==> config.mk <==
export PLATFORM = sky130hd
export DESIGN_NAME = xc_malu_seq
export DESIGN_NICKNAME = d
export VERILOG_FILES = /design/src/rtl/xc_malu_seq.sv
export SDC_FILE = /design/constraint.sdc
export NUM_CORES = 1
export LEC_CHECK = 0
export CORE_AREA = 2 2 291 293
export DETAILED_ROUTE_END_ITERATION = 8
export DIE_AREA = 0 0 293 295
export GPL_TIMING_DRIVEN = 0
export HOLD_SLACK_MARGIN = 0.08
export PLACE_DENSITY = 0.39
export SYNTH_ARGS = -nofsm -noshare
export SYNTH_HDL_FRONTEND = slang
export SYNTH_SLANG_ARGS = --single-unit
==> constraint.sdc <==
create_clock -name clock -period 25 [get_ports clock]
set_input_delay 3.75 -clock clock [delete_from_list [all_inputs] [get_ports clock]]
set_output_delay 3.75 -clock clock [all_outputs]
set_load 0.03 [all_outputs]
==> src/rtl/xc_malu_seq.sv <==
// ---------------------------------------------------------------------------
// xc_malu_seq
//
// Sequencer and state owner for the multi-cycle MALU step datapath
// (mul/div/rem/pmul). Takes one op from the core, keeps count/acc/arg_0/arg_1,
// shows them to the datapath every cycle and commits the datapath's next-state
// values. It also contains the packed adder that serves the datapath's padd_*
// requests, and returns the 64-bit result on a response channel.
//
// Optional feature macro: XC_MALU_SEQ_TIMEOUT_EN
//   defined   : a RUN that reaches count == MAX_STEPS without dp_ready ends in
//               DONE with rsp_err = 1 and rsp_result = 0.
//   undefined : no timeout. RUN waits for dp_ready indefinitely and rsp_err
//               stays 0.
//
// Ports
//   clock, reset            rising-edge clock, synchronous active-high reset
//   flush                   abandon any in-flight op; the next state is IDLE
//   req_valid/req_ready     op request handshake
//   req_op[9:0]             {do_div,divu,rem,remu,mul,mulu,mulsu,clmul,pmul,pclmul}
//   req_pw[4:0]             {pw_32,pw_16,pw_8,pw_4,pw_2}
//   req_rs1/2/3             operands
//   rsp_valid/rsp_ready     response handshake
//   rsp_result[63:0]        result
//   rsp_err                 op aborted by timeout
//   dp_valid                high while in RUN
//   dp_flush                follows flush for the cycle it is asserted
//   dp_op/dp_pw/dp_rs1..3   latched request
//   count/acc/arg_0/arg_1   step state presented to the datapath
//   n_acc/n_arg_0/n_arg_1   next step state from the datapath
//   dp_ready/dp_result      datapath has finished, with its result
//   padd_*                  packed adder request and answer
//   dbg_state               FSM state (0 IDLE, 1 RUN, 2 DONE)
//
// Handshakes: a transfer happens on a rising edge where valid && ready are
// both high. A valid source holds its payload stable until that transfer.
// ready may depend combinationally on state and flush, but not on valid.
// ---------------------------------------------------------------------------
module xc_malu_seq #(
  parameter int MAX_STEPS = 40,
  parameter int CW        = 6
) (
  input  logic          clock,
  input  logic          reset,
  input  logic          flush,
  input  logic          req_valid,
  output logic          req_ready,
  input  logic [9:0]    req_op,
  input  logic [4:0]    req_pw,
  input  logic [31:0]   req_rs1,
  input  logic [31:0]   req_rs2,
  input  logic [31:0]   req_rs3,
  output logic          rsp_valid,
  input  logic          rsp_ready,
  output logic [63:0]   rsp_result,
  output logic          rsp_err,
  output logic          dp_valid,
  output logic          dp_flush,
  output logic [9:0]    dp_op,
  output logic [4:0]    dp_pw,
  output logic [31:0]   dp_rs1,
  output logic [31:0]   dp_rs2,
  output logic [31:0]   dp_rs3,
  output logic [CW-1:0] count,
  output logic [63:0]   acc,
  output logic [31:0]   arg_0,
  output logic [31:0]   arg_1,
  input  logic [63:0]   n_acc,
  input  logic [31:0]   n_arg_0,
  input  logic [31:0]   n_arg_1,
  input  logic          dp_ready,
  input  logic [63:0]   dp_result,
  input  logic [31:0]   padd_lhs,
  input  logic [31:0]   padd_rhs,
  input  logic          padd_sub,
  input  logic          padd_cin,
  input  logic          padd_cen,
  output logic [31:0]   padd_cout,
  output logic [31:0]   padd_result,
  output logic [1:0]    dbg_state
);

  typedef enum logic [1:0] {
    ST_IDLE = 2'd0,
    ST_RUN  = 2'd1,
    ST_DONE = 2'd2
  } state_e;

`ifdef XC_MALU_SEQ_TIMEOUT_EN
  localparam logic TIMEOUT_EN = 1'b1;
`else
  localparam logic TIMEOUT_EN = 1'b0;
`endif

  localparam logic [CW-1:0] MAX_CNT = CW'(MAX_STEPS);

  state_e        state_q,  state_d;
  logic [9:0]    op_q,     op_d;
  logic [4:0]    pw_q,     pw_d;
  logic [31:0]   rs1_q,    rs1_d;
  logic [31:0]   rs2_q,    rs2_d;
  logic [31:0]   rs3_q,    rs3_d;
  logic [CW-1:0] count_q,  count_d;
  logic [63:0]   acc_q,    acc_d;
  logic [31:0]   arg0_q,   arg0_d;
  logic [31:0]   arg1_q,   arg1_d;
  logic [63:0]   result_q, result_d;
  logic          err_q,    err_d;

  logic          timeout_hit;

  assign timeout_hit = TIMEOUT_EN && (count_q == MAX_CNT);

  // ------------------------------------------------------------------------
  // Next-state and handshake logic
  // ------------------------------------------------------------------------
  always_comb begin
    state_d  = state_q;
    op_d     = op_q;
    pw_d     = pw_q;
    rs1_d    = rs1_q;
    rs2_d    = rs2_q;
    rs3_d    = rs3_q;
    count_d  = count_q;
    acc_d    = acc_q;
    arg0_d   = arg0_q;
    arg1_d   = arg1_q;
    result_d = result_q;
    err_d    = err_q;

    req_ready = (state_q == ST_IDLE) && !flush;
    dp_valid  = (state_q == ST_RUN);
    // Not offered during a flush, so a response being discarded can never
    // complete a handshake.
    rsp_valid = (state_q == ST_DONE) && !flush;
    dp_flush  = flush;

    unique case (state_q)
      ST_IDLE: begin
        if (req_valid && req_ready) begin
          op_d    = req_op;
          pw_d    = req_pw;
          rs1_d   = req_rs1;
          rs2_d   = req_rs2;
          rs3_d   = req_rs3;
          count_d = '0;
          acc_d   = '0;
          arg0_d  = '0;
          arg1_d  = '0;
          err_d   = 1'b0;
          state_d = ST_RUN;
        end
      end
      ST_RUN: begin
        if (dp_ready) begin
          result_d = dp_result;
          err_d    = 1'b0;
          state_d  = ST_DONE;
        end else if (timeout_hit) begin
          result_d = '0;
          err_d    = 1'b1;
          state_d  = ST_DONE;
        end else begin
          acc_d  = n_acc;
          arg0_d = n_arg_0;
          arg1_d = n_arg_1;
          // The counter saturates instead of wrapping, so a long run never
          // looks like a fresh one.
          if (count_q != '1) begin
            count_d = count_q + CW'(1);
          end
        end
      end
      ST_DONE: begin
        // req_ready is low in DONE, so the handshake cycle cannot also accept.
        if (rsp_ready) begin
          err_d   = 1'b0;
          state_d = ST_IDLE;
        end
      end
      default: begin
        state_d = ST_IDLE;
      end
    endcase

    // flush takes priority over everything else and clears like reset.
    if (flush) begin
      state_d  = ST_IDLE;
      op_d     = '0;
      pw_d     = '0;
      rs1_d    = '0;
      rs2_d    = '0;
      rs3_d    = '0;
      count_d  = '0;
      acc_d    = '0;
      arg0_d   = '0;
      arg1_d   = '0;
      result_d = '0;
      err_d    = 1'b0;
    end
  end

  always_ff @(posedge clock) begin
    if (reset) begin
      state_q  <= ST_IDLE;
      op_q     <= '0;
      pw_q     <= '0;
      rs1_q    <= '0;
      rs2_q    <= '0;
      rs3_q    <= '0;
      count_q  <= '0;
      acc_q    <= '0;
      arg0_q   <= '0;
      arg1_q   <= '0;
      result_q <= '0;
      err_q    <= 1'b0;
    end else begin
      state_q  <= state_d;
      op_q     <= op_d;
      pw_q     <= pw_d;
      rs1_q    <= rs1_d;
      rs2_q    <= rs2_d;
      rs3_q    <= rs3_d;
      count_q  <= count_d;
      acc_q    <= acc_d;
      arg0_q   <= arg0_d;
      arg1_q   <= arg1_d;
      result_q <= result_d;
      err_q    <= err_d;
    end
  end

  assign rsp_result = result_q;
  assign rsp_err    = err_q;
  assign dp_op      = op_q;
  assign dp_pw      = pw_q;
  assign dp_rs1     = rs1_q;
  assign dp_rs2     = rs2_q;
  assign dp_rs3     = rs3_q;
  assign count      = count_q;
  assign acc        = acc_q;
  assign arg_0      = arg0_q;
  assign arg_1      = arg1_q;
  assign dbg_state  = state_q;

  // ------------------------------------------------------------------------
  // Packed adder
  // ------------------------------------------------------------------------
  // lsb_mask marks the bits that start an element. A non-one-hot width
  // falls back to a single 32-bit element.
  logic [31:0] lsb_mask;

  always_comb begin
    case (pw_q)
      5'b10000: lsb_mask = 32'h0000_0001;
      5'b01000: lsb_mask = 32'h0001_0001;
      5'b00100: lsb_mask = 32'h0101_0101;
      5'b00010: lsb_mask = 32'h1111_1111;
      5'b00001: lsb_mask = 32'h5555_5555;
      default:  lsb_mask = 32'h0000_0001;
    endcase
  end

  // Ripple chain that restarts at every element LSB, so no carry crosses
  // into the next element. With cen low every carry is 0, which gives XOR.
  always_comb begin
    logic [31:0] r;
    logic        c;
    logic        prev;
    r           = padd_rhs ^ {32{padd_sub}};
    prev        = 1'b0;
    padd_result = '0;
    padd_cout   = '0;
    for (int i = 0; i < 32; i++) begin
      if (!padd_cen) begin
        c = 1'b0;
      end else if (lsb_mask[i]) begin
        c = padd_cin | padd_sub;
      end else begin
        c = prev;
      end
      padd_result[i] = padd_lhs[i] ^ r[i] ^ c;
      padd_cout[i]   = (padd_lhs[i] & r[i]) | (padd_lhs[i] & c) | (r[i] & c);
      prev           = padd_cout[i];
    end
  end

endmodule
======== Yosys cells after proc, flatten, opt, wreduce, memory -nomap -nowiden ========
Cells that the tools add are included.
operators by class
  add/sub/neg operators ................... 1
  reductions and logical operators ........ 14
  mux-type cells .......................... 85
  bitwise logic cells ..................... 226
  equality and inequality tests ........... 12
operator list
  kind                   count
  $mux W64               2
  $pmux W32 S2           2
  $pmux W64 S2           1
  $pmux W31 S4           1
  $and A1 B1 Y1          96
  $mux W32               3
  $mux W1                67
  $or A1 B1 Y1           65
  $xor A1 B1 Y1          64
  $xor A32 B32 Y32       1
  $mux W6                3
  $pmux W6 S2            1
  $reduce_and A4 Y1      2
  $add A6 B1 Y6 const B  1
  $mux W2                3
  $ne A2 B1 Y1 const B   3
  $ne A6 B6 Y1 const B   1
  $pmux W2 S3            1
  $reduce_and A3 Y1      2
  $eq A5 B1 Y1 const B   1
  $eq A5 B2 Y1 const B   1
  $eq A5 B3 Y1 const B   1
  $eq A5 B4 Y1 const B   1
  $ne A2 B2 Y1 const B   2
  10 further kinds       13
storage, ports and cells
  output and inout bits ................... 380
  register bits after elaboration ......... 312

======== Depth between registers and ports, before layout ========
Gate-level depths: netlist of run 1.
  depth in word-level cells ............... 162
  gate-level depth with buffers ........... 81
  gate-level depth less buffers ........... 80

======== Worst setup path before layout of run 1 ========
OpenSTA, ideal clock, no wires.
  path type ............................... input-to-output
  start ................................... in padd_sub
  end ..................................... out padd_result[31]
  data required time ...................... 21250 ps
  data arrival time ....................... 24828 ps
  setup slack ............................. -3578 ps
  cell stages on the path ................. 81
  cell sequence ........................... clkbuf_1 buf_1 xor2_1 fa_1 nand2_1 fa_1 a21o_1 fa_1 inv_1 nand2_1 fa_1 a21o_1 fa_1 inv_1 nand2_1 fa_1 a21o_1 fa_1 [... 45 more ...] fa_1 inv_1 nand2_1 fa_1 a21o_1 fa_1 inv_1 nand2_1 fa_1 a21o_1 fa_1 inv_1 nand2_1 fa_1 a21oi_1 fa_1 and2_1 fa_1
on the way
  longest elaborated chain between the ends .. 159
  elaborated cells on any way between the ends .. 223
  classes of those cells .................. mux: 64; bitwise: 159
RTL lines
  item                     line  RTL
  start: declaration       75    input logic padd_sub,
  $or A1 B1 Y1             278   c = padd_cin | padd_sub;
  $mux W1                  277   end else if (lsb_mask[i]) begin
  $mux W1                  275   if (!padd_cen) begin
  $and A1 B1 Y1            283   padd_cout[i] = (padd_lhs[i] & r[i]) | (padd_lhs[i] & c) | (r[i] & c);
  $or A1 B1 Y1             283
  $or A1 B1 Y1 (*)         283
  named net padd_cout[0]   78    output logic [31:0] padd_cout,
  $mux W1 (*)              277
  [... 9 more ...]         -
  named net padd_cout[2]   78
  [... 10 more ...]        -
  named net padd_cout[4]   78
  [... 10 more ...]        -
  named net padd_cout[6]   78
  [... 10 more ...]        -
  named net padd_cout[8]   78
  [... 10 more ...]        -
  named net padd_cout[10]  78
  [... 10 more ...]        -
  named net padd_cout[12]  78
  [... 10 more ...]        -
  named net padd_cout[14]  78
  [... 10 more ...]        -
  named net padd_cout[16]  78
  [... 10 more ...]        -
  named net padd_cout[18]  78
  [... 10 more ...]        -
  named net padd_cout[20]  78
  [... 10 more ...]        -
  named net padd_cout[22]  78
  [... 10 more ...]        -
  named net padd_cout[24]  78
  [... 10 more ...]        -
  named net padd_cout[26]  78
  [... 10 more ...]        -
  named net padd_cout[28]  78
  [... 6 more ...]         -
  $mux W1 (*)              275
  $and A1 B1 Y1            283
  $or A1 B1 Y1             283
  $or A1 B1 Y1 (*)         283
  named net padd_cout[30]  78
  $mux W1 (*)              277
  $mux W1 (*)              275
  $xor A1 B1 Y1 (*)        282   padd_result[i] = padd_lhs[i] ^ r[i] ^ c;
  end: declaration         79    output logic [31:0] padd_result,
The timed path passes the listed nets; every way through them passes the cells marked *.

======== Worst setup path in the final report of run 1 ========
  start ................................... in padd_sub
  end ..................................... out padd_result[31]
on the way
  longest elaborated chain between the ends .. 159
  elaborated cells on any way between the ends .. 223
  classes of those cells .................. mux: 64; bitwise: 159
RTL lines
  item                       line
  $or A1 B1 Y1               278
  $mux W1                    277
  $mux W1                    275
  $and A1 B1 Y1              283
  $or A1 B1 Y1 (2 in a row)  283
  $mux W1                    277
  $mux W1                    275
  $and A1 B1 Y1              283
  [... 140 more ...]         -
  $or A1 B1 Y1 (2 in a row)  283
  $mux W1                    277
  $mux W1                    275
  $and A1 B1 Y1              283
  $or A1 B1 Y1 (2 in a row)  283
  $mux W1                    277
  $mux W1                    275
  $xor A1 B1 Y1 (*)          282
Every way passes the cells marked *; elsewhere a longest branch is shown, timed or not.

==> results by group, run 1 <==
Layout
  • Core Util, Final: 27.9%
  • Fill cell count: 8929
  • Reg area: about 0.0062 sq mm
  • Syn-to-layout area delta: 88.4%
  • NumNets Final: 2758
  • Share of cells above drive strength 1: 8.49%
  • Area of the multi-input gates: 0.00546 sq mm

Clocking
  • Num CTS Buffers: between 40 and 50
  • Post-CTS Hold Buffers: 0
  • Clk Latency, worst-skew pair: 0.55 ns
  • CTS root buf: clkbuf_16
  • Reg clk slew, reported paths: approximately 0.050 ns
  • CTS tree: yes
  • Htree depth: 2
  • Clk sink count: slightly above 300
  • Bufs on Longest Clock Path: 3

Setup path
  • Critical R2R Launch: dbg_state[1]
  • Worst-path maximum fanout: 5
  • R2R cell count: 6
  • CP max stage delay: 0.42 ns
  • R2r endpoint: arg_0[7]
  • CP max-delay cell: fa_2
  • Worst Setup SP: padd_sub
  • Cell mode on critical path: fa_2
  • Crit Path Category: primary input to primary output
  • Crit path capture type: primary output
  • Crit path to: padd_result[31]
  • Critical Path AT: 21.17 ns
  • Req. time, crit path: approximately 21 ns
  • Reg-to-reg slack, setup: 21.87 ns
  • Element type at the critical path start: primary input

Routing
  • Violation count after the first detailed-route iteration: around 350
  • Routed Antenna Nets: 0
  • Vias: 13600
  • Post-DR wirelength/cell: a little under 20 microns
  • Residual DRC count: 0
  • Pre-Repair DR Iteration Count: 5
  • Vias per cell: 3.93
  • Total Wirelength: 68600 microns

Timing
  • RSZ-0062 raised after global routing: yes
  • Max Fclk: ~40 MHz
  • Minimum clock period: roughly 25 ns
  • Finish-stage setup viols: 0
  • Final Cycle Share: 99.7%
  • Fin. max-slew vios: 0
  • Max_slew headroom: 15.5%
  • Worst-Margin Slew: approximately 1.3 ns
  • Clock skew: between 0.015 and 0.02 ns
  • Fin. Hold Viols: 0

Place
  • Detailed placement HPWL: around 56000 microns
  • Final RePlAce weighted congestion: between 0.8 and 0.9
  • Buffers on Ports: 753

Floorplanning
  • Total die area: 0.0864 sq mm
  • Num ports: 756
  • Cell row count: 106
  • Core Area: ~0.083 sq mm
  • Die Span Y: about 300 microns
  • Chip Width: roughly 290 microns
  • Initial Utilization: 14.8%

Power
  • Leak: roughly 0.0080 uW
  • Tot Pwr: ~1400 uW
  • PwrDens: roughly 60 mW/mm^2
  • Peak supply drop: approximately 0.043 mV

Global route
  • Largest net degree at the start of global routing: 12
  • First-pass GRT wire length: approximately 96000 microns
  • Overflow after GRT: 0
  • Vias in the first global route: ~14000
  • Initial antenna violation count: 18
  • Gr usage total: 15.1%

Yosys
  • Post-Synth Simple-Gate Area: 19.5%
  • Cells after Synth: 1514
  • Syn_area_per_cell: a little over 8 sq um
  • Netlist cell types: between 40 and 50
  • Seq/Total Area, Yosys: about half
  • Largest family of logic cells by synthesized area: simple AND/OR/NAND/NOR gates
  • Post-synthesis mux area share: less than 1%
  • Post-Synth XOR/XNOR Area: around 2.4%
  • Synth Register Bits: 311
  • Syn Nets: 1923
  • Mapped cell area: approximately 0.012 sq mm
  • Yosys warns: 0
  • Compound-Gate Fraction of Synth Area: about 15%
  • Adder-cell share of the synthesized area: between 5 and 6%

Run
  • Max Cap Viol: 0

Hold path
  • Hold Crit Class: flip-flop to flip-flop
  • Min-Delay Path Depth: 2

Run status
  • Status: finished, final reports clean
==> metal layers <==
layer / global-route usage (%) / vias to the layer above / routed length [microns]
met4: 4.49 / 14 / 1700
met1: 16.1 / 6377 / 25800
li1: - / 6601 / -
met5: 0 / - / 88
met2: 27.2 / 544 / 34600
met3: 5.94 / 93 / 6390
==> repair_timing <==
action | in CTS | in global routing
pin swaps | 25 | 18
resized for setup | 48 | 8
gates cloned | 0 | 0
endpoints found under the setup margin | 10 | 8
buffers inserted | 24 | 15
==> cell usage after synthesis (all sizes together) <==
master     n  area [sq um]
a211oi     1          7.51
a21o      11          82.6
a21oi    278          1390
a22o      35           307
a41oi      1          8.76
and2       2          12.5
and3       1          6.26
buf       28           146
clkbuf    87           327
conb       1          3.75
dfxtp    311          6230
fa        32           641
ha         1          12.5
inv       91           342
mux2i      1          10.0
nand2    466          1750
nand2b     1          6.26
nand3     94           470
nand4      1          6.26
nand4b     1          8.76
nor2       8          30.0
nor2b      3          18.8
nor3       4          25.0
nor3b      2          15.0
nor4b      1          15.0
o2111ai    1          8.76
o211ai     2          15.0
o21a       1          7.51
o21ai      8          43.8
o22a       2          17.5
o32ai      1          8.76
or2        1          6.26
or3        1          6.26
or4b       2          20.0
xnor2     29           254
xor2       4          35.0
==> per-stage QoR <==
stage	hold slack, ns	cell area, sq um	TNS (ns)	setup WS (ns)	instances
6_report	0.449	23200	0	0.0758	3467
5_1_grt	0.467	23200	-0.907	-0.460	3465
4_1_cts	0.450	23000	-0.519	-0.356	3445
3_5_place_dp	0.443	21400	-10.59	-1.98	3347
3_3_place_gp	0.440	21400	-10.87	-2.02	3347
2_1_floorplan	0.580	12500	-0.628	-0.415	1514
==> power breakdown <==
part / internal (uW) / total (uW) / switching [uW]
Combinational: 132 / 277 / 145
Sequential: 501 / 504 / 3.46
Clock: 365 / 605 / 240
==> layout by cell type (no fill, tap or decap), types with 13 or more instances in the layout <==
master           instances
clkbuf_16               44
buf_4                   44
inv_1                   75
clkdlybuf4s50_1        743
inv_4                   14
nand3_1                 94
nand2_1                451
buf_2                   13
dfxtp_1                311
a21oi_1                277
clkbuf_1                96
fa_2                    32
a22o_1                  35
xnor2_1                 29
==> worst min-delay path by stage <==
stage,start,to
after floorplan,arg_1[0],arg_1[0]
after global placement,arg_0[10],arg_0[10]
after detailed placement,arg_1[1],arg_1[1]
after CTS,arg_1[1],arg_1[1]
after global routing,arg_0[10],arg_0[10]
final,arg_1[1],arg_1[1]
==> critical path, delay by kind of cell <==
kind,cells,cell delay [ns]
compound gates,14,2.77
buf+inv,17,1.43
fa+ha+maj,32,11.77
simple gates,17,1.11
xor+xnor,1,0.18
mux,1,0.09
==> cells by family (layout without fill, tap and decap cells) <==
logic type | after synthesis | count (layout)
flops | 311 | 311
compound gates | 341 | 341
simple gates | 588 | 588
other cells | 1 | 8
buf+inv | 206 | 1072
mux | 1 | 1
xor+xnor | 33 | 33
fa+ha+maj | 33 | 33
==> state kept, by name, summed over array words and instances (netlist names) <==
name / cells
acc: 64
rsp_result: 64
arg_0: 32
arg_1: 32
dp_rs1: 32
dp_rs2: 32
dp_rs3: 32
dp_op: 10
count: 6
dp_pw: 5
dbg_state: 2
==> layout make-up <==
class / count / area share (%)
clock inverters: 10 / 0.492
clock buffers: 64 / 5.42
multi-input cells: 997 / 23.6
diodes: 7 / 0.0756
inverters: 91 / 1.63
flip-flops and latches: 311 / 26.9
well taps: 1080 / 5.83
plain buffers: 115 / 2.30
repair buffers: 792 / 33.8
(Power assumes the default switching activity.)
==> run 2: changes to the inputs <==
--- a/config.mk
+++ b/config.mk
@@ -5,12 +5,13 @@
 export SDC_FILE = /design/constraint.sdc
 export NUM_CORES = 1
 export LEC_CHECK = 0
-export CORE_AREA = 2 2 291 293
+export CORE_AREA = 8 8 285 287
+export CTS_CLUSTER_SIZE = 12
 export DETAILED_ROUTE_END_ITERATION = 8
 export DIE_AREA = 0 0 293 295
 export GPL_TIMING_DRIVEN = 0
 export HOLD_SLACK_MARGIN = 0.08
-export PLACE_DENSITY = 0.39
+export PLACE_DENSITY = 0.4
 export SYNTH_ARGS = -nofsm -noshare
 export SYNTH_HDL_FRONTEND = slang
 export SYNTH_SLANG_ARGS = --single-unit
==> constraint.sdc (replaced) <==
create_clock -name clock -period 23 [get_ports clock]
set_input_delay 3.45 -clock clock [delete_from_list [all_inputs] [get_ports clock]]
set_output_delay 3.45 -clock clock [all_outputs]
set_load 0.03 [all_outputs]
==> run 2 against run 1 <==
The flow now finishes with violations (setup timing). Sequential cell count is the same. Final area is 0.22% lower. Global-route usage grew 0.79 points. Largest power group unchanged. Highest routed layer unchanged.
==> results by group, run 2 (synthesis gave the netlist of run 1 again) <==
Run status
  • Status: finished with violations
  • Failing checks: setup timing

Global route
  • First-pass GRT wire length: 102000 microns (+6.3%)
  • Initial antenna violation count: 18 (unchanged)
  • Vias in the first global route: 14300 (+3.3%)
  • Gr usage total: 15.8% (+0.79 points)
  • Largest net degree at the start of global routing: 12 (unchanged)
  • Overflow after GRT: 0 (unchanged)

Place
  • Buffers on Ports: 753 (unchanged)
  • Detailed placement HPWL: 59700 microns (+6.5%)
  • DP Area: 0.0213 sq mm (-0.19%)
  • Final RePlAce weighted congestion: 0.824 (+0.77%)

Floorplanning
  • Cell row count: 102 (-3.8%)
  • Total die area: 0.0864 sq mm (unchanged)
  • Core Area: 0.0767 sq mm (-7.8%)
  • Chip Width: 293 microns (unchanged)
  • Die Span Y: 295 microns (unchanged)
  • Num ports: 756 (unchanged)
  • Initial Utilization: 16.0% (+1.2 points)

Layout
  • Most frequent cells in the layout: clkdlybuf4s50_1 (737), nand2_1 (451), dfxtp_1 (311)
  • NumNets Final: 2761 (+0.11%)
  • Share of cells above drive strength 1: 8.82% (+0.33 points)
  • Core Util, Final: 30.1% (+2.3 points)
  • Commonest non-fill, non-tap cell in the layout: clkdlybuf4s50_1
  • Fill cell count: 8154 (-8.7%)
  • Syn-to-layout area delta: 88.0%
  • Post-route cell area: 0.0231 sq mm (-0.22%)

Routing
  • Residual DRC count: 0 (unchanged)
  • Vias per cell: 3.97 (+0.91%)
  • Total length of routed met2 wires: 37300 microns (+8.0%)
  • Vias: 13600 (-0.20%)
  • Pre-Repair DR Iteration Count: 5 (unchanged)
  • DR WL met3: 7330 microns (+15%)
  • Post-DR wirelength/cell: 21.3 microns (+7.5%)
  • Routed Antenna Nets: 0 (unchanged)
  • Total Wirelength: 72900 microns (+6.3%)
  • Routed metal-1 wire length: 26400 microns (+2.2%)
  • Violation count after the first detailed-route iteration: 459 (+32%)
  • DR top layer: met5

Setup path
  • Crit Path Category: primary input to primary output
  • Cell mode on critical path: fa_2
  • CP max stage delay: 0.42 ns (about the same)
  • Req. time, crit path: 19.55 ns (-1.70 ns)
  • Element type at the critical path start: primary input
  • CP max-delay cell: fa_2
  • Crit path capture type: primary output
  • Critical Path AT: 21.00 ns (-0.17 ns)
  • Worst-path maximum fanout: 10 (+5)

Power
  • Tot Pwr: 1490 uW (+7.2%)
  • Leak: 0.00802 uW (about the same)
  • Peak supply drop: 0.0449 mV (+4.1%)
  • PwrDens: 64.3 mW/mm^2 (+7.5%)

Clocking
  • Clk Latency, worst-skew pair: 0.56 ns (about the same)
  • Bufs on Longest Clock Path: 3 (unchanged)
  • Htree depth: 2 (unchanged)
  • Num CTS Buffers: 41 (unchanged)
  • Reg clk slew, reported paths: 0.05 ns (about the same)
  • Clk sink count: 311 (unchanged)
  • Post-CTS Hold Buffers: 0 (unchanged)
  • CTS root buf: clkbuf_16
  • CTS tree: yes

Timing
  • Fin. max-slew vios: 0 (unchanged)
  • Final hold slack: 0.448 ns (-0.000337 ns)
  • Post-route setup slack: -1.45 ns (-1.53 ns)
  • Max_slew headroom: 32.8% (+17 points)
  • Clock skew: 0.0218 ns (+0.00604 ns)
  • Fin Setup TNS: -6.70 ns (-6.70 ns)
  • Max Fclk: 40.9 MHz
  • RSZ-0062 raised after global routing: yes
  • Minimum clock period: around 24 ns
  • Fin. Hold Viols: 0 (unchanged)
  • Finish-stage setup viols: 8 (+8)
  • Final Cycle Share: 106%
  • Worst-Margin Slew: 1.01 ns (-0.256 ns)

Hold path
  • Hold Crit Class: flip-flop to flip-flop

Run
  • Max Cap Viol: 0 (unchanged)
==> run 2: cell count changes in the layout (fill, tap and decap cells not counted), moves of 3 or more <==
cell	before	now
clkdlybuf4s50_1	743	737
inv_2	2	5
clkbuf_1	96	100
buf_6	4	14
inv_1	75	72
clkbuf_8	11	8
==> run 2: layer usage <==
| metal | track usage [%] | up-vias |
|---|---|---|
| met1 | 16.3 | 6367 |
| met2 | 29.0 | 530 |
| met5 | 0 | - |
| li1 | - | 6601 |
| met3 | 7.12 | 92 |
| met4 | 4.34 | 12 |
==> run 2: final timing paths <==
| check | from | endpoint | slack (ns) | cells after the start |
|---|---|---|---|---|
| max | padd_sub | padd_result[31] | -1.45 | 80 |
| min | arg_0[11] | arg_0[11] | 0.45 | 2 |
| min reg2reg | arg_0[11] | arg_0[11] | 0.45 | 2 |
| max reg2reg | dbg_state[0] | arg_0[2] | 20.05 | 6 |
==> run 2: critical path: cells and delay by family <==
| kind | cells | cell delay, ns |
|---|---|---|
| AOI/OAI and AO/OA | 14 | 2.81 |
| xor gates and xnor gates | 1 | 0.26 |
| adders and majority gates | 31 | 11.64 |
| buffers and inverters | 17 | 1.65 |
| muxes | 1 | 0.09 |
| and+or+nand+nor | 16 | 1.04 |
==> run 2: layout make-up <==
class | count | area [sq um] | share of cell area, %
plain buffers | 115 | 533 | 2.31
clock buffers | 63 | 1180 | 5.10
well taps | 1040 | 1300 | 5.63
diodes | 8 | 20.0 | 0.0866
flip-flops and latches | 311 | 6230 | 26.9
inverters | 91 | 377 | 1.63
repair buffers | 795 | 7880 | 34.1
clock inverters | 9 | 126 | 0.547
multi-input cells | 997 | 5470 | 23.7
==> run 2: power breakdown <==
group | internal [uW] | switching, uW | total (uW)
combinational | 145 | 158 | 303
sequential | 545 | 3.65 | 548
clock | 376 | 259 | 635
==> run 2: metrics by stage <==
step / worst slack, ns / std cells
after floorplan: -1.81 / 1514
after global placement: -3.51 / 3307
after detailed placement: -3.61 / 3307
after CTS: -2.06 / 3409
after global routing: -1.96 / 3424
final: -1.45 / 3429
==> run 2: repair_timing <==
action                                  4_1_cts  5_1_grt
pin swaps                                    30       18
gates resized for setup                      92       13
endpoints found under the setup margin       16       12
setup buffers                                30       12
endpoints found under the hold margin         0        0
==> run 3: changes to the inputs <==
==> config.mk (replaced) <==
export PLATFORM = sky130hd
export DESIGN_NAME = xc_malu_seq
export DESIGN_NICKNAME = d
export VERILOG_FILES = /design/src/rtl/xc_malu_seq.sv
export SDC_FILE = /design/constraint.sdc
export NUM_CORES = 1
export LEC_CHECK = 0
export CORE_AREA = 8 8 290 292
export CTS_BUF_LIST = sky130_fd_sc_hd__clkbuf_8
export CTS_CLUSTER_SIZE = 12
export DETAILED_ROUTE_END_ITERATION = 8
export DIE_AREA = 0 0 298 300
export GPL_TIMING_DRIVEN = 0
export HOLD_SLACK_MARGIN = 0.08
export PLACE_DENSITY = 0.39
export RECOVER_POWER = 25
export SYNTH_ARGS = -nofsm -noshare
export SYNTH_HDL_FRONTEND = slang
export SYNTH_SLANG_ARGS = --single-unit
==> run 3 against run 2 <==
The run ends with capacitance limit, slew limit, setup timing left. Final area shrank 0.21%. Fmax grew 0.10%. Global-route usage shrank 0.15 points. Cell count grew 2.0%. Critical path depth grew 1. Register-to-register slack lost 1.5 ns. Critical endpoint unchanged. Largest power group unchanged.
==> results by group, run 3 (synthesis gave the netlist of run 1 again) <==
Run status
  • Status: finished with violations
  • Failing checks: capacitance limit, slew limit, setup timing

Floorplanning
  • Die Span Y: 300 microns (+1.7%)
  • Total die area: 0.0894 sq mm (+3.4%)
  • Cell row count: 104 (+2.0%)
  • Initial Utilization: 15.4% (-0.59 points)
  • Chip Width: 298 microns (+1.7%)
  • Num ports: 756 (unchanged)
  • Core Area: 0.0796 sq mm (+3.8%)

Setup path
  • Crit path capture type: primary output
  • Worst-path maximum fanout: 10 (unchanged)
  • CP max-delay cell: fa_2
  • Element type at the critical path start: primary input
  • Crit Path Category: primary input to primary output
  • R2R cell count: 6 (unchanged)
  • Req. time, crit path: 19.55 ns (about the same)
  • Cell mode on critical path: fa_2
  • Critical Path AT: 20.98 ns (-0.02 ns)
  • CP max stage delay: 0.42 ns (about the same)

Timing
  • Fin Setup TNS: -6.12 ns (+0.586 ns)
  • Max Fclk: 40.9 MHz (+0.10%)
  • Clock skew: 0.0335 ns (+0.0117 ns)
  • Post-route setup slack: -1.43 ns (+0.0255 ns)
  • Max_slew headroom: -61.1% (-94 points)
  • Minimum clock period: 24.43 ns (-0.0255 ns)
  • Finish-stage setup viols: 8 (unchanged)
  • Worst-Margin Slew: 2.38 ns (+1.38 ns)
  • RSZ-0062 raised after global routing: yes
  • Fin. Hold Viols: 0 (unchanged)
  • Final Cycle Share: 106% (-0.11 points)
  • Fin. max-slew vios: 6 (+6)
  • Final hold slack: 0.447 ns (-0.00130 ns)

Layout
  • Fill cell count: 8575 (+5.2%)
  • Finished Layout Cells: 3498 (+2.0%)
  • Syn-to-layout area delta: 87.6%
  • Commonest non-fill, non-tap cell in the layout: clkdlybuf4s50_1
  • Core Util, Final: 29.0% (-1.2 points)
  • NumNets Final: 2783 (+0.80%)
  • Share of cells above drive strength 1: 9.80% (+0.98 points)
  • Most frequent cells in the layout: clkdlybuf4s50_1 (586), nand2_1 (451), dfxtp_1 (311)

Routing
  • Total Wirelength: 73500 microns (+0.87%)
  • Residual DRC count: 0 (unchanged)
  • Post-DR wirelength/cell: 21.0 microns (-1.1%)
  • Pre-Repair DR Iteration Count: 5 (unchanged)
  • Violation count after the first detailed-route iteration: 457 (-0.44%)
  • Vias: 13700 (+0.87%)
  • Routed Antenna Nets: 0 (unchanged)
  • Vias per cell: 3.92 (-1.1%)

Clocking
  • Num CTS Buffers: 67 (+63%)
  • Reg clk slew, reported paths: 0.05 ns (about the same)
  • CTS tree: yes
  • Bufs on Longest Clock Path: 3 (unchanged)
  • CTS root buf: clkbuf_8
  • Post-CTS Hold Buffers: 0 (unchanged)
  • Clk sink count: 311 (unchanged)
  • Clk Latency, worst-skew pair: 0.62 ns (+0.06 ns)
  • Htree depth: 3 (+1)

Place
  • Buffers on Ports: 753 (unchanged)
  • Final RePlAce weighted congestion: 0.888 (+7.7%)
  • DP Cell Count: 3327 (+0.60%)
  • Detailed placement HPWL: 60000 microns (+0.49%)

Global route
  • Largest net degree at the start of global routing: 11 (-1)
  • First-pass GRT wire length: 104000 microns (+2.7%)
  • Overflow after GRT: 0 (unchanged)
  • Gr usage total: 15.7% (-0.15 points)
  • Initial antenna violation count: 30 (+12)
  • Vias in the first global route: 14800 (+3.2%)

Power
  • Leak: 0.00864 uW (+7.6%)
  • Peak supply drop: 0.0270 mV (-40%)
  • PwrDens: 62.6 mW/mm^2 (-2.7%)
  • Tot Pwr: 1440 uW (-2.9%)

Hold path
  • Hold Crit Class: flip-flop to flip-flop
  • Min-Delay Path Depth: 2 (unchanged)

Run
  • Max Cap Viol: 1 (+1)
==> run 3: changes by cell type in the layout (fill, tap and decap cells not counted), sizes merged <==
| cell | previous run | this run |
|---|---|---|
| clkdlybuf4s50 | 737 | 586 |
| dlygate4sd3 | 0 | 151 |
| inv | 94 | 119 |
| clkbuf | 151 | 165 |
| diode | 8 | 20 |
| buf | 79 | 76 |
| clkinv | 2 | 5 |
| bufinv | 2 | 1 |
| clkdlybuf4s15 | 2 | 1 |
| clkinvlp | 2 | 1 |
| dlygate4sd2 | 4 | 5 |
==> run 3: critical path, delay by kind of cell <==
kind	cells	cell delay (ns)
buf+inv	18	1.77
fa+ha+maj	31	11.74
compound gates	14	2.82
simple gates	17	1.09
mux	1	0.10
==> run 3: timing repair <==
action | CTS | global route
hold endpoints to repair | 0 | 0
endpoints found under the setup margin | 14 | 14
gates resized for setup | 91 | 11
pin swaps | 41 | 36
setup buffers | 24 | 14
gates cloned | 0 | 0
==> run 3: metrics by stage <==
stage / instance area [sq um] / setup slack, ns
after floorplan: 12500 / -1.81
after global placement: 21400 / -3.50
after detailed placement: 21400 / -3.48
after CTS: 22900 / -2.12
after global routing: 23000 / -2.03
final: 23100 / -1.43
==> run 3: final timing paths <==
path / start / endpoint / slack [ns]
worst min register to register: arg_0[8] / arg_0[8] / 0.45
worst max register to register: dbg_state[0] / arg_0[1] / 18.59
worst max-delay path: padd_cen / padd_result[31] / -1.43
worst min-delay path: arg_0[8] / arg_0[8] / 0.45
==> run 3: area by class of cell <==
type / count / area, sq um / area share, %
Timing Repair Buffer: 791 / 7830 / 34.0
Sequential cell: 311 / 6230 / 27.0
Multi-Input combinational cell: 997 / 5440 / 23.6
Tap cell: 1060 / 1330 / 5.75
Clock buffer: 78 / 1070 / 4.66
Buffer: 115 / 533 / 2.31
Inverter: 91 / 377 / 1.63
Clock inverter: 35 / 204 / 0.884
Antenna cell: 20 / 50.0 / 0.217
==> run 3: metal layers <==
layer	global-route usage, %	wire length (microns)
met4	5.76	2300
met1	15.8	26400
met5	0	95
met2	28.1	37200
met3	7.54	7600
==> run 3: report_power, final <==
part | leakage [uW] | internal [uW] | switching, uW
Clock | 0.000747 | 320 | 272
Sequential | 0.00251 | 545 | 3.61
Combinational | 0.00538 | 143 | 159
Total | 0.00864 | 1010 | 435
